--- src/rtl/ssd_mux.sv ---
// Multiplexed seven-segment driver: one digit lit per DIV cycles.
// Define SSD_MUX_HEX_EN to decode nibbles 10..15 as A..F.
module ssd_mux #(
  parameter int DIGITS       = 4,
  parameter int DIV          = 50000,
  parameter int BLINK_FRAMES = 64
) (
  input  logic                  clk,
  input  logic                  rst,
  input  logic                  load,
  input  logic [4*DIGITS-1:0]   value,
  input  logic [DIGITS-1:0]     dp_in,
  input  logic                  blank_lz,
  input  logic [DIGITS-1:0]     blink_en,
  output logic [6:0]            seg,
  output logic                  dp,
  output logic [DIGITS-1:0]     an
);

  localparam int CW = (DIV > 1) ? $clog2(DIV) : 1;
  localparam int IW = (DIGITS > 1) ? $clog2(DIGITS) : 1;
  localparam int FW = (BLINK_FRAMES > 1) ? $clog2(BLINK_FRAMES) : 1;

  logic [CW-1:0]         cnt_q, cnt_d;
  logic [IW-1:0]         idx_q, idx_d;
  logic [FW-1:0]         frame_q, frame_d;
  logic                  blink_q, blink_d;
  logic [4*DIGITS-1:0]   val_q, val_d;
  logic [DIGITS-1:0]     dps_q, dps_d;
  logic [6:0]            seg_q, seg_d;
  logic                  dp_q, dp_d;
  logic [DIGITS-1:0]     an_q, an_d;

  logic                  cnt_wrap;
  logic                  idx_wrap;
  logic                  frame_wrap;
  logic [3:0]            nib;
  logic                  dp_sel;
  logic                  lz_sel;
  logic                  bl_sel;
  logic                  hi_zero;
  logic [DIGITS-1:0]     lz_vec;

  function automatic logic [6:0] decode(input logic [3:0] n);
    logic [6:0] s;
    s = 7'h7F;
    case (n)
      4'h0: s = ~7'h3F;
      4'h1: s = ~7'h06;
      4'h2: s = ~7'h5B;
      4'h3: s = ~7'h4F;
      4'h4: s = ~7'h66;
      4'h5: s = ~7'h6D;
      4'h6: s = ~7'h7D;
      4'h7: s = ~7'h07;
      4'h8: s = ~7'h7F;
      4'h9: s = ~7'h6F;
`ifdef SSD_MUX_HEX_EN
      4'hA: s = ~7'h77;
      4'hB: s = ~7'h7C;
      4'hC: s = ~7'h39;
      4'hD: s = ~7'h5E;
      4'hE: s = ~7'h79;
      4'hF: s = ~7'h71;
`else
      4'hA: s = ~7'h37;
`endif
      default: s = 7'h7F;
    endcase
    return s;
  endfunction

  always_comb begin
    cnt_wrap   = (cnt_q == CW'(DIV - 1));
    idx_wrap   = (idx_q == IW'(DIGITS - 1));
    frame_wrap = (frame_q == FW'(BLINK_FRAMES - 1));
    cnt_d   = cnt_wrap ? '0 : cnt_q + CW'(1);
    idx_d   = idx_q;
    frame_d = frame_q;
    blink_d = blink_q;
    if (cnt_wrap) begin
      idx_d = idx_wrap ? '0 : idx_q + IW'(1);
      if (idx_wrap) begin
        frame_d = frame_wrap ? '0 : frame_q + FW'(1);
        blink_d = blink_q ^ frame_wrap;
      end
    end
    val_d = load ? value : val_q;
    dps_d = load ? dp_in : dps_q;
  end

  // lz_vec[i]: digit i and every digit above it hold zero
  always_comb begin
    hi_zero = 1'b1;
    lz_vec  = '0;
    for (int i = DIGITS - 1; i >= 0; i--) begin
      hi_zero   = hi_zero & (val_q[i*4 +: 4] == 4'h0);
      lz_vec[i] = hi_zero & (i > 0);
    end
  end

  always_comb begin
    nib    = 4'h0;
    dp_sel = 1'b0;
    lz_sel = 1'b0;
    bl_sel = 1'b0;
    an_d   = '1;
    for (int i = 0; i < DIGITS; i++) begin
      if (idx_q == IW'(i)) begin
        nib     = val_q[i*4 +: 4];
        dp_sel  = dps_q[i];
        lz_sel  = lz_vec[i];
        bl_sel  = blink_en[i];
        an_d[i] = 1'b0;
      end
    end
    seg_d = decode(nib);
    dp_d  = ~dp_sel;
    if (blank_lz && lz_sel) seg_d = 7'h7F;
    if (bl_sel && blink_q) begin
      seg_d = 7'h7F;
      dp_d  = 1'b1;
    end
  end

  always_ff @(posedge clk) begin
    if (rst) begin
      cnt_q   <= '0;
      idx_q   <= '0;
      frame_q <= '0;
      blink_q <= 1'b0;
      val_q   <= '0;
      dps_q   <= '0;
      seg_q   <= 7'h7F;
      dp_q    <= 1'b1;
      an_q    <= '1;
    end else begin
      cnt_q   <= cnt_d;
      idx_q   <= idx_d;
      frame_q <= frame_d;
      blink_q <= blink_d;
      val_q   <= val_d;
      dps_q   <= dps_d;
      seg_q   <= seg_d;
      dp_q    <= dp_d;
      an_q    <= an_d;
    end
  end

  assign seg = seg_q;
  assign dp  = dp_q;
  assign an  = an_q;

endmodule

--- config.mk ---
export PLATFORM = sky130hd
export DESIGN_NAME = ssd_mux
export DESIGN_NICKNAME = d
export VERILOG_FILES = /design/src/rtl/ssd_mux.sv
export SDC_FILE = /design/constraint.sdc
export NUM_CORES = 1
export LEC_CHECK = 0
export CORE_MARGIN = 1
export CORE_UTILIZATION = 40
export DETAILED_ROUTE_END_ITERATION = 7
export GPL_TIMING_DRIVEN = 0
export MAX_ROUTING_LAYER = met4
export SLEW_MARGIN = 10
export SYNTH_ARGS = -nofsm -noshare
export SYNTH_HDL_FRONTEND = slang
export SYNTH_SLANG_ARGS = --single-unit
--- constraint.sdc ---
create_clock -name clk -period 4 [get_ports clk]
set_input_delay 0.8 -clock clk [delete_from_list [all_inputs] [get_ports clk]]
set_output_delay 0.8 -clock clk [all_outputs]
set_load 0.01 [all_outputs]
==> results of run 1 <==
==> cells in the mapped netlist, drive strengths merged (2+ instances only) <==
library cell and count:
dfxtp 57, nor2 43, mux2i 22, nand2 21, a21oi 16, ha 11
inv 11, clkbuf 10, xor2 9, nand3 8, o21ai 7, xnor2 7
nand2b 6, nand3b 6, a211oi 5, nand4 5, nor4 5, o22ai 5
nor3b 4, and3 3, nor2b 3, or3 3, buf 2, mux2 2
nor3 2, or4 2, or4b 2
==> flip-flops by register name, summed over array words and instances (netlist names) <==
name     cells
an           4
blink_q      1
cnt_q       16
dp           1
dps_q        4
frame_q      6
idx_q        2
seg          7
val_q       16
==> routing by layer <==
layer / GRT usage / vias to the layer above / part of all wire / wire length [µm]
met4: 0.0846 / 0 / 0.023 / 127
met3: 0.0497 / 10 / 0.055 / 303
met2: 0.248 / 64 / 0.42 / 2310
li1: - / 1094 / - / -
met5: - / - / 0 / 0
met1: 0.231 / 939 / 0.50 / 2790
==> area by class of cell <==
| class | instances | area [µm²] |
|---|---|---|
| clock inverters | 4 | 73.8 |
| multi-input cells | 208 | 1390 |
| fillers | 591 | 3020 |
| inverters | 11 | 41.3 |
| clock buffers | 12 | 165 |
| well taps | 77 | 96.3 |
| repair buffers | 37 | 370 |
| flip-flops and latches | 57 | 1140 |
| plain buffers | 12 | 47.5 |
==> stage by stage <==
step | std cells | setup WS, ps | total power, W
after floorplan | 288 | 1610 | 0.000677
after global routing | 418 | 841 | 0.00141
after detailed placement | 402 | 1180 | 0.000734
final | 418 | 1150 | 0.00136
after CTS | 418 | 1180 | 0.00137
after global placement | 402 | 1220 | 0.000733
==> power by group through the flow <==
stage	sequential (W)	combinational (W)	clock [W]
finish	0.000602	0.000118	0.000636
global route	0.000605	0.000131	0.000676
CTS	0.000602	0.000120	0.000649
detailed placement	0.000615	0.000119	0
global placement	0.000614	0.000119	0
floorplan	0.000616	0.0000615	0
==> worst min-delay path by stage <==
stage,start,endpoint,slack [ps],cells past startpoint
after floorplan,cnt_q[0]$_SDFF_PP0_,cnt_q[0]$_SDFF_PP0_,410,1
after global placement,cnt_q[0]$_SDFF_PP0_,cnt_q[0]$_SDFF_PP0_,420,1
after detailed placement,cnt_q[0]$_SDFF_PP0_,cnt_q[0]$_SDFF_PP0_,440,1
after CTS,cnt_q[0]$_SDFF_PP0_,cnt_q[0]$_SDFF_PP0_,450,1
after global routing,cnt_q[0]$_SDFF_PP0_,cnt_q[0]$_SDFF_PP0_,480,1
final,cnt_q[0]$_SDFF_PP0_,cnt_q[0]$_SDFF_PP0_,450,1
==> kinds of logic after synthesis <==
kind of cell | Yosys count | share of synthesized area
buf+inv | 23 | 0.0339
xor+xnor | 16 | 0.0534
fa+ha+maj | 11 | 0.0525
compound gates | 40 | 0.0949
simple gates | 117 | 0.238
mux | 24 | 0.0926
flops | 57 | 0.435
==> layout by cell type (no fill, tap or decap), types with 2 or more instances in the layout <==
master,count
a211oi_1,5
a21oi_1,16
and3_1,3
buf_2,2
bufinv_16,2
clkbuf_1,10
clkbuf_8,12
clkdlybuf4s50_1,37
dfxtp_1,57
ha_1,11
inv_1,11
mux2_2,2
mux2i_1,22
nand2_1,20
nand2b_1,6
nand3_1,8
nand3b_1,6
nand4_1,5
nor2_1,43
nor2b_1,3
nor3_1,2
nor3b_1,4
nor4_1,3
nor4_4,2
o21ai_0,7
o22ai_1,5
or3_1,3
or4_1,2
xnor2_1,7
xor2_1,9
==> impl_metrics.tcl, run 1 <==
set metrics [dict create \
    clk_pin_slew_worst_paths_ps 70 \
    num_io_pins 40 \
    crit_path_top_delay_cell "a211oi_1" \
    cts.repair_timing.setup_buffer_count 0 \
    worst-endpoint-required_ps 4190 \
    gr-usage-all-layers 0.176 \
    ys_async_sr_fraction 0 \
    timing.critical_path.fanout_max 10 \
    worstSetupStartpoint "idx_q[0]$_SDFFE_PP0N_" \
    place.gp.congestion 0.792 \
    yosys.area.top_type "dfxtp_1" \
    post_synth_main_area_contributors "dfxtp_1 (44%), mux2i_1 (8.4%), nor2_1 (6.2%)" \
    tns_ps 0 \
    drt-pass1-iter-count 4 \
    cts.hold.buffers_added 0 \
    p_leak_nw 1.31 \
    die_h_um 83.0 \
    report.final.slew_viol_count 0 \
    r2r.worst_path.cells 10 \
    power_frac_seq 0.444 \
    logic_depth_of_the_worst_setup_path_including_buffers 10 \
    antenna_cells_inserted 0 \
    numCtsBuffers 9 \
    num_vias 2107 \
    cts-resized-gates 0 \
    area_delta_synth_final_pct 26.9 \
    synth_enable_flop_cells 0 \
    hold_path_class "register to register" \
    synth_cell_types 41 \
    detailedPlacementHpwl_um 3950 \
    worstSetupEndpointType "register" \
    htree_levels 3 \
    fmaxAchievable_ghz 0.351 \
    critical_path.reg2reg.endpoint "seg[3]$_SDFF_PP1_" \
    synthesis.nets 327 \
    final.hold.worst_slack_ps 454 \
    synth.ff_latch_count 57 \
    tcrit_tclk_final 0.712 \
    final_cell_area_mm2 0.00333 \
    cts_root_buf "clkbuf_8" \
    grt_start_max_net_pins 11 \
    detail-route-antenna-nets 0 \
    global_route.overflow_total 0 \
    wire_length_of_the_first_global_routing_pass_um 9330 \
    finish.utilization 0.524 \
    critPathArrivalTime_ps 3040 \
    floorplan.core_area_mm2 0.00635 \
    vdd_ir_drop_max_mv 0.201 \
    placement_rows 29 \
    class_of_the_most_critical_setup_path "register to register" \
    setup.worst_path.end "seg[3]$_SDFF_PP1_" \
    layout-drive-gt1-share 0.0792 \
    hold_violations 0 \
    rrSetupSlack_ps 1150 \
    routed_wire_length_per_instance_um 13.2 \
    tritoncts_sinks 57 \
    cpPeakStageDelay_ps 600 \
    synth.cell_area_mm2 0.00262 \
    final_period_minus_worst_setup_slack_ps 2850 \
    p_per_area_mw_per_mm2 408 \
    grt_antenna_before_repair 0 \
    path_cells "inv_1 -> ha_1 -> clkbuf_1 -> a211oi_1 -> a211oi_1 -> inv_1 -> ha_1 -> mux2_2 -> o22ai_1 -> nand2_1" \
    drtIter0Drc 93 \
    internal_power_w 0.00106 \
    grt_setup_unrepaired "no" \
    timing.final.setup_violations 0 \
    share_comb_of_total_power 0.087 \
    final_wl_um 5530 \
    switchingPower_w 0.000299 \
    ys_dominant_reg_cell "dfxtp_1" \
    avgViaCountPerCell 5.04 \
    cts-root-to-sink-buffers 2 \
    placement.io_buffers 37 \
    syn_avg_cell_area_um2 9.11 \
    die_area_mm2 0.00688 \
    maxSlewHeadroom 0.346 \
    power_switching_share 0.220 \
    worst_skew_pair.late_latency_ps 340 \
    crit_family "compound AO/OA/AOI/OAI gates" \
    remaining_drc_errors 0 \
    placed_cell_area_mm2 0.00309 \
    critPathLaunchType "register" \
    drv_cap 0 \
    clock-skew-final_ps 7.91 \
    first_global_vias 2003 \
    cp_num_buf_inv 3 \
    fp.dieW_um 83.0 \
    cts_tree "yes" \
    power.share.clock 0.469 \
    result_of_the_run "complete, no violations" \
    fin_nets 375 \
    reg2reg_from "idx_q[0]$_SDFFE_PP0N_" \
    synthesis.yosys.warnings 0 \
    ys_seq_area_frac 0.435 \
    timing_worst_slew_pin_value_ps 975 \
    syn_inst 288 \
    post-synth-top-area-fraction 0.435 \
    initial_utilization 0.413 \
]
Note: power is estimated with default switching activity, not from simulation.
==> run 2, diff against run 1 <==
==> constraint.sdc (replaced) <==
create_clock -name clk -period 2.8 [get_ports clk]
set_input_delay 0.56 -clock clk [delete_from_list [all_inputs] [get_ports clk]]
set_output_delay 0.56 -clock clk [all_outputs]
set_load 0.01 [all_outputs]
==> run 2 against run 1 <==
Routed wire length about the same. Total power grew 43%. First-iteration DRC count rose by 9.7%.
==> impl_metrics.tcl, run 2 (same netlist as run 1, synthesis figures left out) <==
set metrics [dict create \
    result_of_the_run "complete, no violations" \
    routed_wire_length_per_instance_um 13.2 \
    hold_path_class "register to register" \
    final_wl_um 5530 \
    antenna_cells_inserted 0 \
    wire_length_of_the_first_global_routing_pass_um 9330 \
    num_io_pins 40 \
    cts.repair_timing.setup_buffer_count 0 \
    critPathLaunchType "register" \
    cts_root_buf "clkbuf_8" \
    detailedPlacementHpwl_um 3950 \
    first_global_vias 2003 \
    layout-drive-gt1-share 0.0880 \
    maxSlewHeadroom 0.341 \
    drv_cap 0 \
    cts_tree "yes" \
    crit_path_top_delay_cell "a221oi_2" \
    dp_slack_ps -20.8 \
    initial_utilization 0.413 \
    mostFrequentLayoutCells "dfxtp_1 (57), nor2_1 (43), clkdlybuf4s50_1 (37), mux2i_1 (22), nand2_1 (20)" \
    timing_worst_slew_pin_value_ps 983 \
    class_of_the_most_critical_setup_path "register to register" \
    drtIter0Drc 102 \
    path_cells "inv_1 -> ha_1 -> clkbuf_2 -> nand3b_1 -> a221oi_2 -> mux2_2 -> o22ai_1 -> nand2_1" \
    place.gp.congestion 0.792 \
    final_common_cell "dfxtp_1" \
    placement_rows 29 \
    grt_start_max_net_pins 11 \
    floorplan.core_area_mm2 0.00635 \
    critPathArrivalTime_ps 2700 \
    final.hold.worst_slack_ps 454 \
    avgViaCountPerCell 5.05 \
    timing.critical_path.fanout_max 10 \
    p_total_w 0.00194 \
    worstSetupEndpointType "register" \
    tritoncts_sinks 57 \
    numCtsBuffers 9 \
    cts.hold.buffers_added 0 \
    timing.final.setup_violations 0 \
    global_route.overflow_total 0 \
    hold_violations 0 \
    clock-skew-final_ps 7.97 \
    grt_antenna_before_repair 0 \
    htree_levels 3 \
    worst-endpoint-required_ps 2990 \
    remaining_drc_errors 0 \
    gr-usage-all-layers 0.176 \
    drt-pass1-iter-count 4 \
    timing.final.ws_setup_ps 289 \
    final_period_minus_worst_setup_slack_ps 2510 \
    detail-route-antenna-nets 0 \
    die_area_mm2 0.00688 \
    area_delta_synth_final_pct 27.2 \
    num_vias 2111 \
    tcrit_tclk_final 0.897 \
    fin_nets 375 \
    report.final.slew_viol_count 0 \
    worst_skew_pair.late_latency_ps 340 \
    p_leak_nw 1.32 \
    fmaxAchievable_ghz 0.398 \
    p_per_area_mw_per_mm2 581 \
    die_h_um 83.0 \
    placement.io_buffers 37 \
    vdd_ir_drop_max_mv 0.287 \
    clk_pin_slew_worst_paths_ps 70 \
    grt_setup_unrepaired "no" \
    fp.dieW_um 83.0 \
    cpPeakStageDelay_ps 610 \
    cts-root-to-sink-buffers 2 \
]
==> run 2: routing by layer <==
| layer | vias to the layer above | global-route usage | share of wire |
|---|---|---|---|
| li1 | 1094 | - | - |
| met1 | 936 | 0.231 | 0.51 |
| met5 | - | - | 0 |
| met3 | 10 | 0.0497 | 0.058 |
| met4 | 0 | 0.0846 | 0.023 |
| met2 | 71 | 0.248 | 0.41 |
==> run 2: power by group <==
part           leakage [nW]  switching, W  internal [W]
registers             0.467     0.0000179      0.000843
clock network         0.123      0.000334      0.000574
logic                 0.726     0.0000742     0.0000951
==> run 2: timing repair <==
item,4_1_cts,5_1_grt
gates resized for setup,1,4
pin swaps,0,0
endpoints found under the setup margin,1,3
==> run 2: worst paths after layout <==
kind | cells past startpoint | startpoint | slack [ps] | endpoint
min | 1 | cnt_q[0]$_SDFF_PP0_ | 450 | cnt_q[0]$_SDFF_PP0_
max reg2reg | 8 | idx_q[1]$_SDFFE_PP0N_ | 290 | seg[3]$_SDFF_PP1_
min reg2reg | 1 | cnt_q[0]$_SDFF_PP0_ | 450 | cnt_q[0]$_SDFF_PP0_
max | 8 | idx_q[1]$_SDFFE_PP0N_ | 290 | seg[3]$_SDFF_PP1_
==> run 2: area by class of cell <==
cell class	count	area (µm²)
flip-flops and latches	57	1140
plain buffers	12	50.0
repair buffers	37	370
clock buffers	12	165
fillers	589	3010
inverters	11	41.3
multi-input cells	208	1400
well taps	77	96.3
clock inverters	4	73.8
==> run 2: critical path, delay by kind of cell (launching register included) <==
kind / cells / cell delay, ps
AOI/OAI and AO/OA: 2 / 760
adders and majority gates: 1 / 240
buffers and inverters: 2 / 280
DFF: 1 / 380
muxes: 1 / 410
and+or+nand+nor: 2 / 300
==> run 2: through the flow <==
step	std cells	utilization	instance area [µm²]	TNS, ps
floorplan	288	-	2620	0
detailed placement	402	0.487	3090	-20.8
global route	418	0.525	3340	0
finish	418	0.525	3340	0
CTS	418	0.525	3330	0
global placement	402	0.487	3090	0
==> run 3, diff against run 2 <==
--- a/config.mk
+++ b/config.mk
@@ -5,6 +5,7 @@
 export SDC_FILE = /design/constraint.sdc
 export NUM_CORES = 1
 export LEC_CHECK = 0
+export ABC_AREA = 1
 export CORE_MARGIN = 1
 export CORE_UTILIZATION = 40
 export DETAILED_ROUTE_END_ITERATION = 7
==> run 3 against run 2 <==
The flow now finishes with violations (design-rule violations). Utilization decreased by 0.13 points. Clock-buffer cell count increased by 1. Cell area increased by 1.5%. Clock power decreased by 18%. First-iteration DRC count increased by 14%. Area after synthesis increased by 3.7%. Worst hold slack got worse by 7.0 ps. Flip-flop and latch count unchanged. Worst setup slack improved by 350 ps. Sequential power about the same. Die area increased by 3.6%. Combinational power increased by 5%. Largest cell class unchanged. Highest routed layer unchanged.
==> impl_metrics.tcl, run 3 <==
set metrics [dict create \
    worstHoldPathCells 1 \
    worstSetupStartpoint "idx_q[0]$_SDFFE_PP0N_" \
    global_route.overflow_total 0 \
    wire_length_of_the_first_global_routing_pass_um 10200 \
    post-place-cells 489 \
    grt_start_max_net_pins 11 \
    syn_avg_cell_area_um2 7.27 \
    worst-endpoint-required_ps 3000 \
    holdCritStartpoint "cnt_q[0]$_SDFF_PP0_" \
    drv_cap 0 \
    finish.utilization 0.524 \
    worst_skew_pair.late_latency_ps 330 \
    timing.final.ws_setup_ps 636 \
    class_of_the_most_critical_setup_path "register to register" \
    cts_tree "yes" \
    reg2reg_from "idx_q[0]$_SDFFE_PP0N_" \
    ys_async_sr_fraction 0 \
    p_per_area_mw_per_mm2 528 \
    cts.repair_timing.setup_buffer_count 0 \
    rrSetupSlack_ps 640 \
    routed_wire_length_per_instance_um 11.6 \
    remaining_drc_errors 7 \
    place.gp.congestion 0.869 \
    cts-root-to-sink-buffers 2 \
    synth_simple_gate_area_frac 0.310 \
    worst_hold_path.endpoint "cnt_q[0]$_SDFF_PP0_" \
    report.final.slew_viol_count 0 \
    avgViaCountPerCell 4.82 \
    timing_worst_slew_pin_value_ps 479 \
    fin_nets 462 \
    p_leak_nw 1.36 \
    post_synth_fa_ha_maj_area_fraction 0.0506 \
    result_of_the_run "finished with violations" \
    multi_input_logic_area_mm2 0.00138 \
    layout-drive-gt1-share 0.0911 \
    synthesis.nets 413 \
    tns_ps 0 \
    synth_top_family_by_area "simple AND/OR/NAND/NOR gates" \
    num_io_pins 40 \
    floorplan.core_area_mm2 0.00646 \
    placement_rows 29 \
    power_frac_seq 0.482 \
    cts.hold.buffers_added 0 \
    die_h_um 84.4 \
    antenna_cells_inserted 0 \
    tritoncts_sinks 57 \
    hold_violations 0 \
    synth_top_cells_by_count "nand2_1 (86), dfxtp_1 (57), nor2_1 (46)" \
    initial_utilization 0.421 \
    ys_seq_area_frac 0.420 \
    timing.critical_path.fanout_max 8 \
    fmaxAchievable_ghz 0.462 \
    post-synth-top-area-fraction 0.420 \
    drtIter0Drc 116 \
    r2r.worst_path.cells 12 \
    detailedPlacementHpwl_um 4300 \
    failed_checks "design-rule violations" \
    placement.io_buffers 38 \
    die_area_mm2 0.00713 \
    synth_most_common_cell "nand2_1" \
    clk_pin_slew_worst_paths_ps 60 \
    tcrit_tclk_final 0.773 \
    num_vias 2435 \
    area_delta_synth_final_pct 24.5 \
    layoutNonFillerInstCount 505 \
    mostFrequentLayoutCells "nand2_1 (86), dfxtp_1 (57), nor2_1 (46), clkdlybuf4s50_1 (38), a21oi_1 (32)" \
    gr-usage-all-layers 0.189 \
    drt-pass1-iter-count 8 \
    internal_power_w 0.00137 \
    final_wl_um 5850 \
    switchingPower_w 0.000415 \
    power.share.clock 0.418 \
    synth_xor_area_frac 0.0258 \
    synth_enable_flop_cells 0 \
    cts_root_buf "clkbuf_8" \
    muxShareOfSynthArea 0 \
    synthesis.yosys.warnings 0 \
    grt_setup_unrepaired "no" \
    post_synth_main_area_contributors "dfxtp_1 (42%), nand2_1 (12%), nor2_1 (6.4%)" \
    syn_inst 374 \
    grt_antenna_before_repair 0 \
    numCtsBuffers 9 \
    clock-skew-final_ps 7.28 \
    dp_slack_ps 648 \
    detail-route-antenna-nets 0 \
    ff_latch_area_mm2 0.00114 \
    fp.dieW_um 84.4 \
    maxSlewHeadroom 0.680 \
    final_common_cell "nand2_1" \
    vdd_ir_drop_max_mv 0.333 \
    htree_levels 3 \
    ys_dominant_reg_cell "dfxtp_1" \
    final_period_minus_worst_setup_slack_ps 2160 \
    yosys.area.top_type "dfxtp_1" \
    synth.ff_latch_count 57 \
    timing.final.setup_violations 0 \
    worstSetupEndpointType "register" \
    critPathArrivalTime_ps 2360 \
    final.fill_count 647 \
    cts-resized-gates 0 \
    hold_path_class "register to register" \
    synth.cell_area_mm2 0.00272 \
    synth_cell_types 35 \
    critPathLaunchType "register" \
    share_comb_of_total_power 0.100 \
    synth_compound_gate_area_share 0.123 \
    first_global_vias 2291 \
    critical_path.reg2reg.endpoint "seg[3]$_SDFF_PP1_" \
    power_switching_share 0.233 \
]
## run 3: changes by cell type in the layout (fill, tap and decap cells not counted), sizes merged, moves of 6 or more
cell    change
a21oi      +17
inv        +26
mux2i      -22
nand2      +70
nand2b      -6
nand3      +22
nor2        +7
o21ai      +17
xnor2       -7
## run 3: worst max-delay path, stage by stage, from the launching register on
cell and delay (ps):
dfxtp_1 380, inv_1 100, ha_1 190, buf_2 170, inv_2 130, nand3_1 100
nand2_1 70, o21a_1 210, inv_1 110, ha_1 290, nand3_1 90, nand3_1 100
nand3_1 80
## run 3: cell families (layout without fill, tap and decap cells)
kind of cell | after synthesis | in the layout
and+or+nand+nor | 187 | 187
AOI/OAI and AO/OA | 63 | 63
DFF | 57 | 57
buffers and inverters | 48 | 102
adders and majority gates | 11 | 11
xor gates and xnor gates | 8 | 8
## run 3: how the worst max path moves through the flow
stage,endpoint,slack (ps),depth (start not counted)
final,seg[3]$_SDFF_PP1_,640,12
after global routing,seg[3]$_SDFF_PP1_,390,12
after CTS,seg[3]$_SDFF_PP1_,640,12
after detailed placement,seg[3]$_SDFF_PP1_,650,12
after global placement,seg[3]$_SDFF_PP1_,680,12
after floorplan,seg[3]$_SDFF_PP1_,950,12
## run 3: per-stage QoR
stage	area (µm²)	hold slack, ps	power, W
floorplan	2720	417	0.000972
global placement	3200	430	0.00106
detailed placement	3200	438	0.00106
CTS	3380	453	0.00181
global route	3380	462	0.00188
finish	3380	447	0.00179
## run 3: final cells by class
type	count	share of cell area
inverters	39	0.0436
clock inverters	3	0.0118
multi-input cells	269	0.409
well taps	77	0.0285
clock buffers	13	0.0440
repair buffers	38	0.112
plain buffers	9	0.0137
flip-flops and latches	57	0.337
## run 3: per-layer routing
metal	GRT usage	vias to the layer above	part of all wire
li1	-	1297	-
met1	0.210	1084	0.47
met2	0.317	50	0.47
met3	0.0728	4	0.048
met4	0.0555	0	0.012
met5	-	-	0
## run 3: power by group through the flow
stage               combinational (W)  clock [W]  sequential, W
floorplan                   0.0000895          0       0.000882
global placement             0.000178          0       0.000879
detailed placement           0.000180          0       0.000879
CTS                          0.000180   0.000770       0.000861
global route                 0.000202   0.000814       0.000865
finish                       0.000178   0.000746       0.000861
